==> src/rtl/char_plot_pkg.sv <==
// Shared types and geometry for the character-cell rasteriser: cell/pixel widths,
// FSM state encoding and the packed command FIFO entry {CHAR,CY,CX}.
package char_plot_pkg;
    localparam int GLYPH   = 8;
    localparam int CELL_XW = 5;
    localparam int CELL_YW = 4;
    localparam int PIX_XW  = 8;
    localparam int PIX_YW  = 8;
    localparam logic [2:0] LAST = 3'(GLYPH - 1);

    typedef enum logic [1:0] {
        ST_IDLE = 2'd0,
        ST_LOAD = 2'd1,
        ST_PIX  = 2'd2
    } state_t;

    typedef struct packed {
        logic [7:0]         chr;
        logic [CELL_YW-1:0] cy;
        logic [CELL_XW-1:0] cx;
    } cmd_t;
endpackage

==> src/rtl/char_plot_font_rom.sv <==
// 1024x8 glyph ROM, address {code[6:0], row}, asynchronous read; bit 7 is the leftmost pixel.
// Holds the subset of the team font used by this block; every other code is blank.
module font_rom (
    input  logic [9:0] addr,
    output logic [7:0] dat
);
    logic [63:0] glyph;
    logic [63:0] shifted;

    always_comb begin
        glyph = 64'h0;
        case (addr[9:3])
            7'h2B:   glyph = 64'h00_18_18_7E_18_18_00_00;
            7'h41:   glyph = 64'h18_3C_66_66_7E_66_66_00;
            7'h48:   glyph = 64'h66_66_66_7E_66_66_66_00;
            7'h49:   glyph = 64'h3C_18_18_18_18_18_3C_00;
            7'h4F:   glyph = 64'h3C_66_66_66_66_66_3C_00;
            default: glyph = 64'h0;
        endcase
        shifted = glyph << {addr[2:0], 3'b000};
        dat     = shifted[63:56];
    end
endmodule

==> src/rtl/char_plot.sv <==
// Expands queued character writes into 64 pixel writes each; first PWE 2 cycles after pop, 73 cycles/glyph.
// CRDY drops when the command FIFO is full; writes while full are silently dropped.
module char_plot
    import char_plot_pkg::*;
#(
    parameter int         DEPTH = 4,
    parameter logic [8:0] FG    = 9'h1FF,
    parameter logic [8:0] BG    = 9'h000
) (
    input  logic              CLK,
    input  logic              RST,
    input  logic [CELL_XW-1:0] CX,
    input  logic [CELL_YW-1:0] CY,
    input  logic [7:0]        CHAR,
    input  logic              CWE,
    output logic              CRDY,
    output logic [PIX_XW-1:0] X,
    output logic [PIX_YW-1:0] Y,
    output logic [2:0]        R,
    output logic [2:0]        G,
    output logic [2:0]        B,
    output logic              PWE,
    output logic              BUSY
);
    localparam int AW = $clog2(DEPTH);
    localparam int CW = AW + 1;
    localparam logic [CW-1:0] FULL = CW'(DEPTH);

    cmd_t               mem [DEPTH];
    cmd_t               head;
    logic [AW-1:0]      wr_ptr, rd_ptr;
    logic [CW-1:0]      count, count_nxt;
    logic               push, pop;
    state_t             state, state_nxt;
    logic [2:0]         row, col;
    logic [CELL_XW-1:0] cur_cx;
    logic [CELL_YW-1:0] cur_cy;
    logic [9:0]         rom_addr;
    logic               hi_code;
    logic [7:0]         rom_dat, glyph, shreg;
    logic [8:0]         rgb;

    font_rom u_rom (
        .addr(rom_addr),
        .dat (rom_dat)
    );

    assign glyph = hi_code ? 8'h00 : rom_dat;
    assign head  = mem[rd_ptr];
    assign push  = CWE & CRDY;
    assign pop   = (state == ST_IDLE) && (count != '0);
    assign R     = rgb[8:6];
    assign G     = rgb[5:3];
    assign B     = rgb[2:0];

    always_comb begin
        count_nxt = count;
        if (push && !pop)
            count_nxt = count + 1'b1;
        else if (pop && !push)
            count_nxt = count - 1'b1;
    end

    always_comb begin
        state_nxt = state;
        case (state)
            ST_IDLE: if (pop) state_nxt = ST_LOAD;
            ST_LOAD: state_nxt = ST_PIX;
            ST_PIX:  if (col == LAST) state_nxt = (row == LAST) ? ST_IDLE : ST_LOAD;
            default: state_nxt = ST_IDLE;
        endcase
    end

    // storage needs no reset: the pointers and count define which entries are live
    always_ff @(posedge CLK) begin
        if (push)
            mem[wr_ptr] <= {CHAR, CY, CX};
    end

    always_ff @(posedge CLK or posedge RST) begin
        if (RST) begin
            state    <= ST_IDLE;
            wr_ptr   <= '0;
            rd_ptr   <= '0;
            count    <= '0;
            CRDY     <= 1'b1;
            BUSY     <= 1'b0;
            row      <= '0;
            col      <= '0;
            cur_cx   <= '0;
            cur_cy   <= '0;
            rom_addr <= '0;
            hi_code  <= 1'b0;
            shreg    <= '0;
            PWE      <= 1'b0;
            X        <= '0;
            Y        <= '0;
            rgb      <= '0;
        end else begin
            state <= state_nxt;
            count <= count_nxt;
            CRDY  <= (count_nxt != FULL);
            BUSY  <= (count_nxt != '0) || (state_nxt != ST_IDLE);
            PWE   <= 1'b0;
            if (push)
                wr_ptr <= wr_ptr + 1'b1;
            if (pop)
                rd_ptr <= rd_ptr + 1'b1;

            case (state)
                ST_IDLE: begin
                    if (pop) begin
                        cur_cx   <= head.cx;
                        cur_cy   <= head.cy;
                        hi_code  <= head.chr[7];
                        row      <= '0;
                        rom_addr <= {head.chr[6:0], 3'd0};
                    end
                end
                ST_LOAD: begin
                    // column 0 leaves with this edge; shreg[7] then always holds the next column's bit
                    shreg <= glyph << 1;
                    col   <= '0;
                    PWE   <= 1'b1;
                    X     <= {cur_cx, 3'd0};
                    Y     <= {1'b0, cur_cy, row};
                    rgb   <= glyph[7] ? FG : BG;
                end
                ST_PIX: begin
                    if (col == LAST) begin
                        if (row != LAST) begin
                            row      <= row + 3'd1;
                            rom_addr <= {rom_addr[9:3], row + 3'd1};
                        end
                    end else begin
                        col   <= col + 3'd1;
                        shreg <= shreg << 1;
                        PWE   <= 1'b1;
                        X     <= {cur_cx, col + 3'd1};
                        rgb   <= shreg[7] ? FG : BG;
                    end
                end
                default: ;
            endcase
        end
    end
endmodule

==> config.mk <==
export PLATFORM = sky130hd
export DESIGN_NAME = char_plot
export DESIGN_NICKNAME = d
export VERILOG_FILES = /design/src/rtl/char_plot_pkg.sv /design/src/rtl/char_plot_font_rom.sv /design/src/rtl/char_plot.sv
export SDC_FILE = /design/constraint.sdc
export NUM_CORES = 1
export LEC_CHECK = 0
export ABC_AREA = 1
export ABC_CLOCK_PERIOD_IN_PS = 2110
export CAP_MARGIN = 20
export CORE_MARGIN = 3
export CORE_UTILIZATION = 55
export DETAILED_ROUTE_END_ITERATION = 6
export PLACE_DENSITY = 0.76
export RECOVER_POWER = 50
export SETUP_SLACK_MARGIN = 0.02
export SKIP_LAST_GASP = 1
export SYNTH_ARGS = -nofsm -noshare
export SYNTH_HDL_FRONTEND = slang
export SYNTH_SLANG_ARGS = --single-unit
==> constraint.sdc <==
create_clock -name CLK -period 2.11 [get_ports CLK]
set_clock_uncertainty 0.05 [all_clocks]
set_input_delay 0.211 -clock CLK [delete_from_list [all_inputs] [get_ports CLK]]
set_output_delay 0.211 -clock CLK [all_outputs]
set_load 0.02 [all_outputs]
==> impl_results.md, run 1 <==
- Status: complete, no violations
- Grt ovf: 0
- CTS max path bufs: 2
- Clock power share: 0.431
- DPL Wire Length: roughly 6800 um
- Lkg Pwr: between 0.002 and 0.003 uW
- Synth cell types: 34
- Clock Sinks: 122
- Rows: 35
- CP max FO: 11
- Aggregate routed wire length: 10300 um
- 1st-pass router iterations: 4
- Number of failing hold endpoints at the final stage: 0
- Antenna violations before repair: 0
- Avg WL per Cell: 14.9 um
- Post-route insts no fill: 692
- Switching portion of total power: 0.245
- Clk_lat worst skew: 0.51 ns
- Number of global-route vias before repair: approximately 3600
- Final hold slack: around 0.26 ns
- Pins Over Slew Limit: 0
- Fin crit period: 1.98 ns
- Chip width: between 100 and 150 um
- Top cells by area, synth: edfxtp_1 38%, dfrtp_1 25%, nor2_1 5.6%, nand2_1 4.9%, o21ai_0 4.6%
- Pwr Density: 1010 nW/um2
- GRT Total Usage: 0.203
- DRC: 0
- CTS tree: built
- Placed Instances: 661
- Syn_nets: 533
- Vias/cell: 5.22
- Mean area per synthesized cell: about 11 um2
- # diodes: 0
- Layout cell share with drive strength beyond 1: 0.133
- RSZ-0062 raised after global routing: no
- Fin crit share: 0.941
- Initial DRC count: approximately 260
- Setup TNS: 0 ns
- H-tree levels: 4
- Max-cap viol count: 0
- Worst-margin pin slew: 0.828 ns
- Vias: 3615
- Max transition margin: 0.448
- Critical Path AT: 2.32 ns
- Largest net degree at the start of global routing: 37
- # setup viols final: 0
- Dpl cell area: 5910 um2
- Initial Util: 0.570
- Reg-to-Reg Start: count[0]$_DFF_PP0_
- Clk root buf: clkbuf_8
- Mapped Area: approximately 5300 um2
- Yosys warning count: 0
- Critical Path End Type: register
- First-pass GRT wire length: 17300 um
- Post-route cell area: 6480 um2
- RD Place Congestion: 0.788
- Area Growth Syn to Fin: 21.8%
- Cell count after synthesis: 498
- Register area: 3390 um2
- Ys async rst share: 0.443
- Core Area: a little over 9000 um2
- Die Span Y: 104 um
- Final #Nets: 586
- DRT antenna net count: 0
- Most common cell after layout, fill and taps aside: nor2_1
- Critical Path Start Type: register
- Top-area cell type share of the netlist area: 0.384
- Sequential share of power: 0.460
- Die area: around 11000 um2
- Top-Level Pins: 48
- CTS buffer count: 17
- Hold Path Class: in2async
- Reg2Reg Depth: 9
- Port bufs: 46
- Commonest cells after routing, fill and taps aside: 80 x nor2_1, 71 x nand2_1, 68 x edfxtp_1
- WP data required: between 2 and 2.5 ns
- Leading area contributor after synthesis: edfxtp_1
- Combinational Power Share: 0.109
- Main synth FF type: edfxtp_1
- Critical path class: reg2reg
- Setup bufs post-CTS: 0
- Reg2reg end: BUSY$_DFF_PP0_
- Clock Pin Slew Worst Setup and Hold Paths: 0.06 ns
- Post-layout util: 0.694
- Number of synthesized flops with an enable pin: 68
- Worst IR Drop VDD: 0.000605 V
- Achievable Freq: ~500 MHz
- Synthesized flop and latch total: 122
- Sequential area share after synthesis: 0.638
- Switch Pwr: 1600 uW
- Flop2flop setup slack: 0.13 ns
- Filler cells: between 600 and 700
- Hold_buf cts: 0
- Pint: 4920 uW
- Multi-input gate area: 1620 um2
[layer usage]
| layer | vias to the layer above | wire, um | track usage |
|---|---|---|---|
| met4 | 0 | 182 | 0.0950 |
| li1 | 1759 | - | - |
| met1 | 1729 | 4320 | 0.245 |
| met3 | 15 | 476 | 0.0459 |
| met2 | 112 | 5300 | 0.347 |
| met5 | - | 0 | 0 |
[worst max path at each step]
stage | from | end | slack (ns) | cells past startpoint
floorplan | CRDY$_DFF_PP1_ | mem[0][0]$_DFFE_PP_ | 0.19 | 2
global placement | count[0]$_DFF_PP0_ | BUSY$_DFF_PP0_ | 0.23 | 9
detailed placement | count[0]$_DFF_PP0_ | BUSY$_DFF_PP0_ | 0.13 | 9
CTS | count[0]$_DFF_PP0_ | BUSY$_DFF_PP0_ | 0.13 | 9
global route | count[0]$_DFF_PP0_ | BUSY$_DFF_PP0_ | 0.02 | 9
finish | count[0]$_DFF_PP0_ | BUSY$_DFF_PP0_ | 0.13 | 9
[registers in the layout, indices dropped and copies added (netlist names)]
signal,count
rgb,1
mem,68
wr_ptr,2
rom_addr,7
CRDY,1
PWE,1
cur_cy,4
BUSY,1
row,3
X,8
count,3
state,2
shreg,6
Y,7
rd_ptr,2
cur_cx,5
hi_code,1
[power by group through the flow]
| stage | Sequential (uW) | Combinational (uW) | Clock (uW) |
|---|---|---|---|
| floorplan | 3030 | 447 | 0 |
| global placement | 3030 | 694 | 0 |
| CTS | 3000 | 741 | 2860 |
| finish | 3000 | 710 | 2810 |
| detailed placement | 3040 | 733 | 0 |
| global route | 3020 | 800 | 2970 |
[per-stage QoR]
| stage | power [uW] | worst slack [ns] |
|---|---|---|
| floorplan | 3480 | 0.191 |
| global placement | 3720 | 0.226 |
| detailed placement | 3780 | 0.133 |
| CTS | 6600 | 0.131 |
| global route | 6800 | 0.0210 |
| finish | 6520 | 0.125 |
[Yosys cell counts (2+ instances only)]
library cell,n
a21oi_1,14
a22o_1,3
a31oi_1,8
buf_2,8
buf_4,9
clkbuf_1,6
dfrtp_1,53
edfxtp_1,68
ha_1,15
inv_1,35
inv_2,10
mux2i_1,2
nand2_1,70
nand2_2,7
nand2_4,3
nand3_1,14
nand3_2,4
nor2_1,80
nor2_2,6
nor2_8,2
nor3_1,3
o21ai_0,49
o21ai_1,6
o22ai_1,9
xor2_1,5
[cells by family after synthesis]
| family | count (synthesis) | synth area share |
|---|---|---|
| other | 1 | 0.000705 |
| DFF | 122 | 0.638 |
| muxes | 2 | 0.00376 |
| buffers and inverters | 71 | 0.0586 |
| AOI/OAI and AO/OA | 91 | 0.0929 |
| adders and majority gates | 15 | 0.0353 |
| and+or+nand+nor | 191 | 0.162 |
| xor gates and xnor gates | 5 | 0.00823 |
[what timing repair did]
item / 4_1_cts / 5_1_grt
endpoints found under the hold margin: 0 / 0
endpoints found under the setup margin: 0 / 1
resized for setup: 0 / 1
[layout make-up]
cell class | instances | area share
Sequential cell | 122 | 0.524
Inverter | 46 | 0.0267
Clock inverter | 14 | 0.0263
Timing Repair Buffer | 59 | 0.0848
Multi-Input combinational cell | 305 | 0.249
Tap cell | 129 | 0.0249
Clock buffer | 17 | 0.0639
[critical path: stages (launching register included)]
cell,delay (ns)
dfrtp_1,0.39
inv_1,0.06
ha_1,0.19
ha_1,0.25
nor2_8,0.21
nor2_1,0.08
or2_4,0.29
xor2_1,0.16
nor2_2,0.10
nand3_1,0.08
(Power assumes the default switching activity.)
==> inputs of run 2 (changes only) <==
- CAP_MARGIN: 20 -> not set
==> results of run 2 <==
Final layout, timing and power as in run 1 (identical DEF).
